**src/rtl/fib_pkg.sv**
```systemverilog
// rtl/fib_pkg.sv - shared widths, response status codes and sequencer state encoding
package fib_pkg;

    localparam int FIB_DATA_WIDTH  = 64;
    localparam int FIB_ORDER_WIDTH = 16;

    typedef enum logic [1:0] {
        ST_OK  = 2'b00,
        ST_ERR = 2'b01,
        ST_OVF = 2'b10,
        ST_TMO = 2'b11
    } status_t;

    typedef enum logic [2:0] {
        S_IDLE  = 3'd0,
        S_ISSUE = 3'd1,
        S_WAIT  = 3'd2,
        S_RESP  = 3'd3,
        S_CLEAR = 3'd4,
        S_GAP   = 3'd5
    } state_t;

endpackage

```
**src/rtl/fib_req_fifo.sv**
```systemverilog
// rtl/fib_req_fifo.sv - synchronous request FIFO with wrap-bit pointers, no bypass
module fib_req_fifo
    import fib_pkg::*;
#(
    parameter int WIDTH      = FIB_DATA_WIDTH + FIB_ORDER_WIDTH + 8,
    parameter int FIFO_DEPTH = 4
) (
    input  logic             clk,
    input  logic             reset,
    input  logic             push,
    input  logic [WIDTH-1:0] push_data,
    input  logic             pop,
    output logic [WIDTH-1:0] head,
    output logic             full,
    output logic             empty
);

    localparam int AW = $clog2(FIFO_DEPTH);
    localparam logic [AW:0] PTR_ONE = 1;

    logic [WIDTH-1:0] mem [FIFO_DEPTH];
    logic [AW:0]      wr_ptr;
    logic [AW:0]      rd_ptr;

    // Pointers carry one extra wrap bit so equal low bits distinguish full from empty.
    always_ff @(posedge clk) begin
        if (reset) begin
            wr_ptr <= '0;
            rd_ptr <= '0;
        end else begin
            if (push && !full) begin
                wr_ptr <= wr_ptr + PTR_ONE;
            end
            if (pop && !empty) begin
                rd_ptr <= rd_ptr + PTR_ONE;
            end
        end
    end

    // Storage array; contents need no reset because empty masks stale entries.
    always_ff @(posedge clk) begin
        if (!reset && push && !full) begin
            mem[wr_ptr[AW-1:0]] <= push_data;
        end
    end

    assign head  = mem[rd_ptr[AW-1:0]];
    assign empty = (wr_ptr == rd_ptr);
    assign full  = (wr_ptr[AW] != rd_ptr[AW]) && (wr_ptr[AW-1:0] == rd_ptr[AW-1:0]);

endmodule

```
**src/rtl/fib_req_sequencer.sv**
```systemverilog
// rtl/fib_req_sequencer.sv - queues Fibonacci jobs and drives fib_num_gen one job at a time
module fib_req_sequencer
    import fib_pkg::*;
#(
    parameter int DATA_WIDTH  = FIB_DATA_WIDTH,
    parameter int ORDER_WIDTH = FIB_ORDER_WIDTH,
    parameter int TAG_WIDTH   = 8,
    parameter int FIFO_DEPTH  = 4,
    parameter int CLR_CYCLES  = 4,
    parameter int GAP_CYCLES  = 2,
    parameter int TIMEOUT     = 4096
) (
    input  logic                   clk,
    input  logic                   reset,
    input  logic                   req_valid,
    output logic                   req_ready,
    input  logic [ORDER_WIDTH-1:0] req_order,
    input  logic [DATA_WIDTH-1:0]  req_data,
    input  logic [TAG_WIDTH-1:0]   req_tag,
    output logic                   gen_load,
    output logic                   gen_clear,
    output logic [ORDER_WIDTH-1:0] gen_order,
    output logic [DATA_WIDTH-1:0]  gen_data,
    input  logic                   gen_done,
    input  logic                   gen_error,
    input  logic                   gen_overflow,
    input  logic [DATA_WIDTH-1:0]  gen_result,
    output logic                   rsp_valid,
    input  logic                   rsp_ready,
    output logic [TAG_WIDTH-1:0]   rsp_tag,
    output logic [DATA_WIDTH-1:0]  rsp_result,
    output logic [1:0]             rsp_status,
    output logic                   busy
);

    localparam int ENTRY_W = TAG_WIDTH + ORDER_WIDTH + DATA_WIDTH;

    state_t                 state;
    state_t                 state_nx;
    logic [31:0]            cnt;
    logic                   cnt_clr;
    logic                   pop;
    logic                   capture;
    status_t                cap_status;
    status_t                rsp_status_q;

    logic [TAG_WIDTH-1:0]   cmd_tag;
    logic [ORDER_WIDTH-1:0] cmd_order;
    logic [DATA_WIDTH-1:0]  cmd_data;

    logic                   fifo_full;
    logic                   fifo_empty;
    logic [ENTRY_W-1:0]     fifo_head;

    // req_ready is forced low while reset is asserted so nothing is accepted into a FIFO being cleared.
    assign req_ready = !fifo_full && !reset;

    fib_req_fifo #(
        .WIDTH      (ENTRY_W),
        .FIFO_DEPTH (FIFO_DEPTH)
    ) u_fifo (
        .clk       (clk),
        .reset     (reset),
        .push      (req_valid && req_ready),
        .push_data ({req_tag, req_order, req_data}),
        .pop       (pop),
        .head      (fifo_head),
        .full      (fifo_full),
        .empty     (fifo_empty)
    );

    // FSM state register.
    always_ff @(posedge clk) begin
        if (reset) begin
            state <= S_IDLE;
        end else begin
            state <= state_nx;
        end
    end

    // Shared cycle counter: WAIT timeout, CLEAR length and GAP length; restarted on each state entry.
    always_ff @(posedge clk) begin
        if (reset || cnt_clr) begin
            cnt <= '0;
        end else begin
            cnt <= cnt + 32'd1;
        end
    end

    // Command registers hold the popped job stable for the whole ISSUE/WAIT window.
    always_ff @(posedge clk) begin
        if (reset) begin
            cmd_tag   <= '0;
            cmd_order <= '0;
            cmd_data  <= '0;
        end else if (pop) begin
            {cmd_tag, cmd_order, cmd_data} <= fifo_head;
        end
    end

    // Response register captured once per job when WAIT resolves.
    always_ff @(posedge clk) begin
        if (reset) begin
            rsp_tag      <= '0;
            rsp_result   <= '0;
            rsp_status_q <= ST_OK;
        end else if (capture) begin
            rsp_tag      <= cmd_tag;
            rsp_status_q <= cap_status;
            rsp_result   <= (cap_status == ST_TMO) ? '0 : gen_result;
        end
    end

    // Next-state and generator/response control; status inputs only matter in WAIT.
    always_comb begin
        state_nx   = state;
        pop        = 1'b0;
        capture    = 1'b0;
        cap_status = ST_OK;
        cnt_clr    = 1'b0;
        gen_load   = 1'b0;
        gen_clear  = 1'b0;
        rsp_valid  = 1'b0;
        case (state)
            S_IDLE: begin
                cnt_clr = 1'b1;
                if (!fifo_empty) begin
                    pop      = 1'b1;
                    state_nx = S_ISSUE;
                end
            end
            S_ISSUE: begin
                gen_load = 1'b1;
                cnt_clr  = 1'b1;
                state_nx = S_WAIT;
            end
            S_WAIT: begin
                gen_load = 1'b1;
                if (gen_error) begin
                    capture    = 1'b1;
                    cap_status = ST_ERR;
                    state_nx   = S_RESP;
                end else if (gen_overflow) begin
                    capture    = 1'b1;
                    cap_status = ST_OVF;
                    state_nx   = S_RESP;
                end else if (gen_done) begin
                    capture    = 1'b1;
                    cap_status = ST_OK;
                    state_nx   = S_RESP;
                end else if (cnt == 32'(TIMEOUT - 1)) begin
                    capture    = 1'b1;
                    cap_status = ST_TMO;
                    state_nx   = S_RESP;
                end
            end
            S_RESP: begin
                rsp_valid = 1'b1;
                cnt_clr   = 1'b1;
                if (rsp_ready) begin
                    state_nx = (rsp_status_q == ST_OK) ? S_GAP : S_CLEAR;
                end
            end
            S_CLEAR: begin
                gen_clear = 1'b1;
                if (cnt == 32'(CLR_CYCLES - 1)) begin
                    cnt_clr  = 1'b1;
                    state_nx = S_GAP;
                end
            end
            S_GAP: begin
                if (cnt == 32'(GAP_CYCLES - 1)) begin
                    state_nx = S_IDLE;
                end
            end
            default: begin
                state_nx = S_IDLE;
            end
        endcase
    end

    assign gen_order  = gen_load ? cmd_order : '0;
    assign gen_data   = gen_load ? cmd_data  : '0;
    assign rsp_status = rsp_status_q;
    assign busy       = (state != S_IDLE) || !fifo_empty;

endmodule

```
**config.mk**
```make
export PLATFORM = sky130hd
export DESIGN_NAME = fib_req_sequencer
export DESIGN_NICKNAME = d
export VERILOG_FILES = /design/src/rtl/fib_pkg.sv /design/src/rtl/fib_req_fifo.sv /design/src/rtl/fib_req_sequencer.sv
export SDC_FILE = /design/constraint.sdc
export NUM_CORES = 1
export LEC_CHECK = 0
export ABC_AREA = 1
export BUFFER_PORTS_ARGS = -buffer_cell sky130_fd_sc_hd__buf_2
export CAP_MARGIN = 30
export CORE_MARGIN = 2
export CORE_UTILIZATION = 35
export DETAILED_ROUTE_END_ITERATION = 8
export GPL_ROUTABILITY_DRIVEN = 0
export PLACE_DENSITY = 0.51
export SYNTH_ARGS = -nofsm -noshare
export SYNTH_HDL_FRONTEND = slang
export SYNTH_SLANG_ARGS = --single-unit
```
**constraint.sdc**
```tcl
create_clock -name clk -period 17.25 [get_ports clk]
set_input_delay 3.45 -clock clk [delete_from_list [all_inputs] [get_ports clk]]
set_output_delay 3.45 -clock clk [all_outputs]
set_load 0.005 [all_outputs]
```
# Yosys cells after proc, flatten, opt, wreduce, memory -nomap -nowiden
# Memory sizes are Yosys's and may differ from the RTL's. A register that Yosys moved wholly into a read port is not among the register bits.
# Index checks and enable logic that the tools add are counted.
op_classes:
  n_eq_ne: 17
  add_sub_neg: 3
  muxes: 32
  reduce_logical: 18
ops:
  columns: ["cell", "n"]
  rows:
  - ["64-bit 2-to-1 mux", 2]
  - ["32-bit by 1-bit adder with 32-bit output, second input constant", 1]
  - ["32-bit by 1-bit equality test with 1-bit output, second input constant", 1]
  - ["32-bit by 12-bit equality test with 1-bit output, second input constant", 1]
  - ["32-bit by 2-bit equality test with 1-bit output, second input constant", 1]
  - ["3-bit 2-to-1 mux", 8]
  - ["3-bit case mux with 6 select lines", 1]
  - ["16-bit 2-to-1 mux", 1]
  - ["1-bit 2-to-1 mux", 14]
  - ["2-bit 2-to-1 mux", 5]
  - ["2-bit inequality test, second input constant", 4]
  - ["1-bit logical AND", 7]
  - ["3-bit by 1-bit adder with 3-bit output, second input constant", 2]
  - ["3-bit by 2-bit equality test with 1-bit output, second input constant", 2]
  - ["3-bit equality test, second input constant", 2]
  - ["5-bit inequality test, second input constant", 1]
  - ["5-bit AND reduction", 1]
  - ["3-bit by 1-bit equality test with 1-bit output, second input constant", 1]
  - ["3-bit equality test", 1]
  - ["1-bit zero test", 3]
  - ["3-bit zero test", 1]
  - ["3-bit nonzero test", 1]
  - ["3-bit OR reduction", 1]
  - ["2-bit equality test", 1]
  - ["other kinds (6)", 7]
word_totals:
  elab_cells: 78
  memories: 1
  ff_bits: 115
  ramBits: 352
  output_inout_bits: 159
  inputBits: 159
memory_table:
  columns: ["memory", "depth", "word_bits", "read_ports", "rd_ports_with_merged_regs", "wr", "line_no", "text"]
  rows:
  - ["u_fifo.mem", 4, 88, 1, 1, 1, "fib_req_fifo.sv:21", "logic [WIDTH-1:0] mem [FIFO_DEPTH];"]

# Logic depth before layout (Yosys ltp)
depth:
  word_depth: 9
  depth_mapped: 11
  mapped_depth_nobuf: 11

# Cells and area by module
# A second synthesis with hierarchy kept.
unflattened:
  cells_unflattened: 2060
  hier_area_um2: 21758.4
modules_own_cells:
  columns: ["module", "area_each_um2", "n_inst", "seq_area_each_um2", "cells_each"]
  rows:
  - ["fib_req_fifo", 13490.4, 1, 10730.3, 925]
  - ["fib_req_sequencer", 8267.9, 1, 3943.8, 1135]

# Worst setup path before layout
# OpenSTA, ideal clock, no wires.
synth_timing:
  path_kind: "in2reg"
  from: "input port reset"
  to: "memory u_fifo.mem[3][0] in the netlist's numbering, enable pin"
  t_required_ns: 16.711
  arrival_time_ns: 7.525
  setup_time_ns: 0.539
  n_path_buf: 0
  cell_stages: 3
  path_slack_ns: 9.186
  path_cell_list: "clkinv_1 -> nand3_1 -> nor2_1"
synth_via:
  elab_chain_cells: 7
synth_rtl:
  columns: ["element", "line_no", "text"]
  rows:
  - ["from (decl)", "fib_req_sequencer.sv:14", "input logic reset,"]
  - ["1-bit zero test (*)", "fib_req_fifo.sv:42, fib_req_sequencer.sv:56", null]
  - ["1-bit logical AND", "fib_req_sequencer.sv:56", "assign req_ready = !fifo_full && !reset;"]
  - ["1-bit logical AND", "fib_req_sequencer.sv:64", ".push (req_valid && req_ready),"]
  - ["1-bit logical AND (*) (2 in series)", "fib_req_fifo.sv:42", "if (!reset && push && !full) begin"]
  - ["1-bit 2-to-1 mux (*)", "fib_req_fifo.sv:42", null]
  - ["1-bit 2-to-1 mux (not written as such) (*)", "fib_req_fifo.sv:43", "mem[wr_ptr[AW-1:0]] <= push_data;"]
  - ["to (decl)", "fib_req_fifo.sv:21", null]
# Mark *: on every way between the ends. The rest lies on a longest branch, timed or not.

# Final worst setup path
layout_timing:
  from: "input port reset"
  to: "output port req_ready"
layout_via:
  elab_chain_cells: 2
layout_rtl:
  columns: ["element", "line_no", "text"]
  rows:
  - ["1-bit zero test", "fib_req_sequencer.sv:56", null]
  - ["1-bit logical AND", "fib_req_sequencer.sv:56", null]
  - ["to (decl)", "fib_req_sequencer.sv:16", "output logic req_ready,"]
# Every way passes these cells.

==> results.sh <==
export IMPL_hold_viol=0
export IMPL_relSlewSlack=0.348
export IMPL_drtIter0Drc=1115
export IMPL_finalCritPeriodShare=0.454
export IMPL_path_max_fanout=34
export IMPL_fin_worst_skew_ps=31.7
export IMPL_yosysMostFrequentCell="nor2_1"
export IMPL_instances_no_fill=3253
export IMPL_synth_seq_cells=555
export IMPL_die_h_um=254
export IMPL_drv_cap=0
export IMPL_p_int_w=0.00266
export IMPL_io_pins=318
export IMPL_design_area_mm2=0.0261
export IMPL_seqCellArea_mm2=0.0146
export IMPL_worstSkewPairLatency_ps=630
export IMPL_p_comb_frac=0.247
export IMPL_cp_end_kind="primary output"
export IMPL_rsz0062_at_grt="no"
export IMPL_wl_um=58000
export IMPL_post_route_util=0.424
export IMPL_synth_yosys_seq_area_share=0.671
export IMPL_clock_sinks=555
export IMPL_synthTopCellsByArea="edfxtp_1 (49%), dfxtp_1 (19%), nor2_1 (9.0%)"
export IMPL_tightest_slew_ps=977
export IMPL_hold_buffers=0
export IMPL_fin_hold_ws_ps=467
export IMPL_avgSynthCellArea_um2=10.4
export IMPL_drive_gt1_frac=0.216
export IMPL_multiInputGateArea_mm2=0.00611
export IMPL_io_buffers=317
export IMPL_swShare=0.327
export IMPL_overflow=0
export IMPL_dpl_cell_area_mm2=0.0241
export IMPL_die_w_um=254
export IMPL_drc_errors=0
export IMPL_arrival_ps=4380
export IMPL_yosysUniqueCellTypes=37
export IMPL_seqPwrFrac=0.428
export IMPL_crit_required_ps=13800
export IMPL_power_switching_w=0.00129
export IMPL_first_global_vias=14800
export IMPL_criticalPathCategory="in2out"
export IMPL_pwr_share_clk=0.325
export IMPL_startpoint_type="input port"
export IMPL_core_area_mm2=0.0616
export IMPL_grt_usage=0.176
export IMPL_layout_min_cycle_time_ps=7830
export IMPL_postCtsResizedCells=0
export IMPL_rows=91
export IMPL_synth_edf_count=352
export IMPL_p_leak_nw=9.82
export IMPL_start_util=0.354
export IMPL_antenna_found_initial=17
export IMPL_routedWlPerCell_um=17.8
export IMPL_ys_async_sr_fraction=0
export IMPL_dpl_hpwl_um=33600
export IMPL_synthTopCellsByCount="nor2_1 (521), edfxtp_1 (352), o21ai_0 (281), dfxtp_1 (203), nand2_1 (138)"
export IMPL_fillCellCount=5847
export IMPL_hp_class="reg2reg"
export IMPL_drtAntennaViolNets=0
export IMPL_post_cts_buffers=0
export IMPL_syn_area_mm2=0.0218
export IMPL_drt_first_pass_iters=5
export IMPL_area_growth_pct=19.9
export IMPL_synth_warning_count=0
export IMPL_syn_instance_count=2086
export IMPL_syn_nets=2252
export IMPL_vias_per_cell=4.81
export IMPL_fmax_ghz=0.128
export IMPL_vias=15700
export IMPL_status="completed"
export IMPL_fin_nets=2528
export IMPL_htree_levels=2
export IMPL_finalSetupViolations=0
export IMPL_drv_slew=0
export IMPL_synth_top_cell_area_share=0.485
export IMPL_synthFlopType="edfxtp_1"
export IMPL_yosysTopAreaCell="edfxtp_1"
export IMPL_tns_ps=0
export IMPL_place_inst=3138
export IMPL_grt_max_degree=97
export IMPL_dieArea_mm2=0.0643
export IMPL_clk_path_buf_depth=3
export IMPL_cts_buffers=59
export IMPL_grt_first_pass_wirelength_um=87200
export IMPL_clkTransAtPathRegs_ps=50
export IMPL_peakVddDrop_uv=75.9
export IMPL_tritoncts="yes"
export IMPL_clock_root_buffer="clkbuf_16"
export IMPL_powerDensity_mw_per_mm2=151
critical path: stages:
cell and delay [ps]:
buf_2 130, inv_4 320, nand2_1 180, inv_1 130, buf_2 140
layer usage:
layer  part of all wire  up-vias  GRT usage  routed length, um
li1                   -     7688          -                  -
met1               0.44     7411      0.228              25500
met2               0.46      426      0.287              26600
met3              0.076      102     0.0495               4400
met4              0.022       26     0.0492               1260
met5             0.0027        -          0                154
layout by cell type (no fill, tap or decap), drive strengths merged, types with 9 or more instances in the layout:
master	Yosys	final
inv	130	130
xor2	9	9
o21ai	347	347
clkbuf	83	83
buf	44	342
edfxtp	352	352
clkinv	1	20
nand2	140	140
dfxtp	203	203
a21oi	85	85
nand3	18	18
nor2	528	528
nor3	17	17
a31oi	88	88
logic make-up (layout without fill, tap and decap cells):
family,count (synthesis),in the layout,synth area share
buf+inv,258,583,0.0494
flops,555,555,0.671
simple gates,727,727,0.133
fa+ha+maj,7,7,0.00402
xor+xnor,16,16,0.00643
other cells,0,5,0
compound gates,523,523,0.136
per-stage QoR:
step	setup slack (ps)	total power, W
2_1_floorplan	9190	0.00234
3_5_place_dp	9390	0.00271
3_3_place_gp	9400	0.00268
6_report	9420	0.00394
4_1_cts	9390	0.00400
5_1_grt	9340	0.00419
path summary, 6_finish.rpt:
kind | depth (start not counted) | from | slack [ps] | to
hold reg to reg | 1 | cnt[0] | 470 | cnt[0]
hold / removal | 1 | cnt[0] | 470 | cnt[0]
setup / recovery | 5 | reset | 9420 | req_ready
setup reg to reg | 6 | u_fifo.rd_ptr[1] | 13430 | u_fifo.mem[1][6]
state kept, by name, summed over array words and instances, names as in the netlist:
register,flops
u_fifo.wr_ptr,3
state,3
cmd_tag,8
cmd_data,64
rsp_result,64
u_fifo.mem,352
rsp_tag,8
cmd_order,16
rsp_status,2
cnt,32
u_fifo.rd_ptr,3
power by group through the flow:
stage,registers [W],clock network (W),logic (W)
final,0.00169,0.00128,0.000975
after global routing,0.00171,0.00137,0.00111
after CTS,0.00169,0.00132,0.000997
after detailed placement,0.00171,0,0.000994
after global placement,0.00171,0,0.000967
after floorplan,0.00169,0,0.000649
area by class of cell:
class,count,area share
inverters,131,0.0192
flip-flops and latches,555,0.560
clock inverters,27,0.0125
diodes,5,0.000479
multi-input cells,1273,0.234
clock buffers,83,0.0630
repair buffers,342,0.0702
well taps,837,0.0401
No activity file was read; power rests on OpenSTA's default activity.
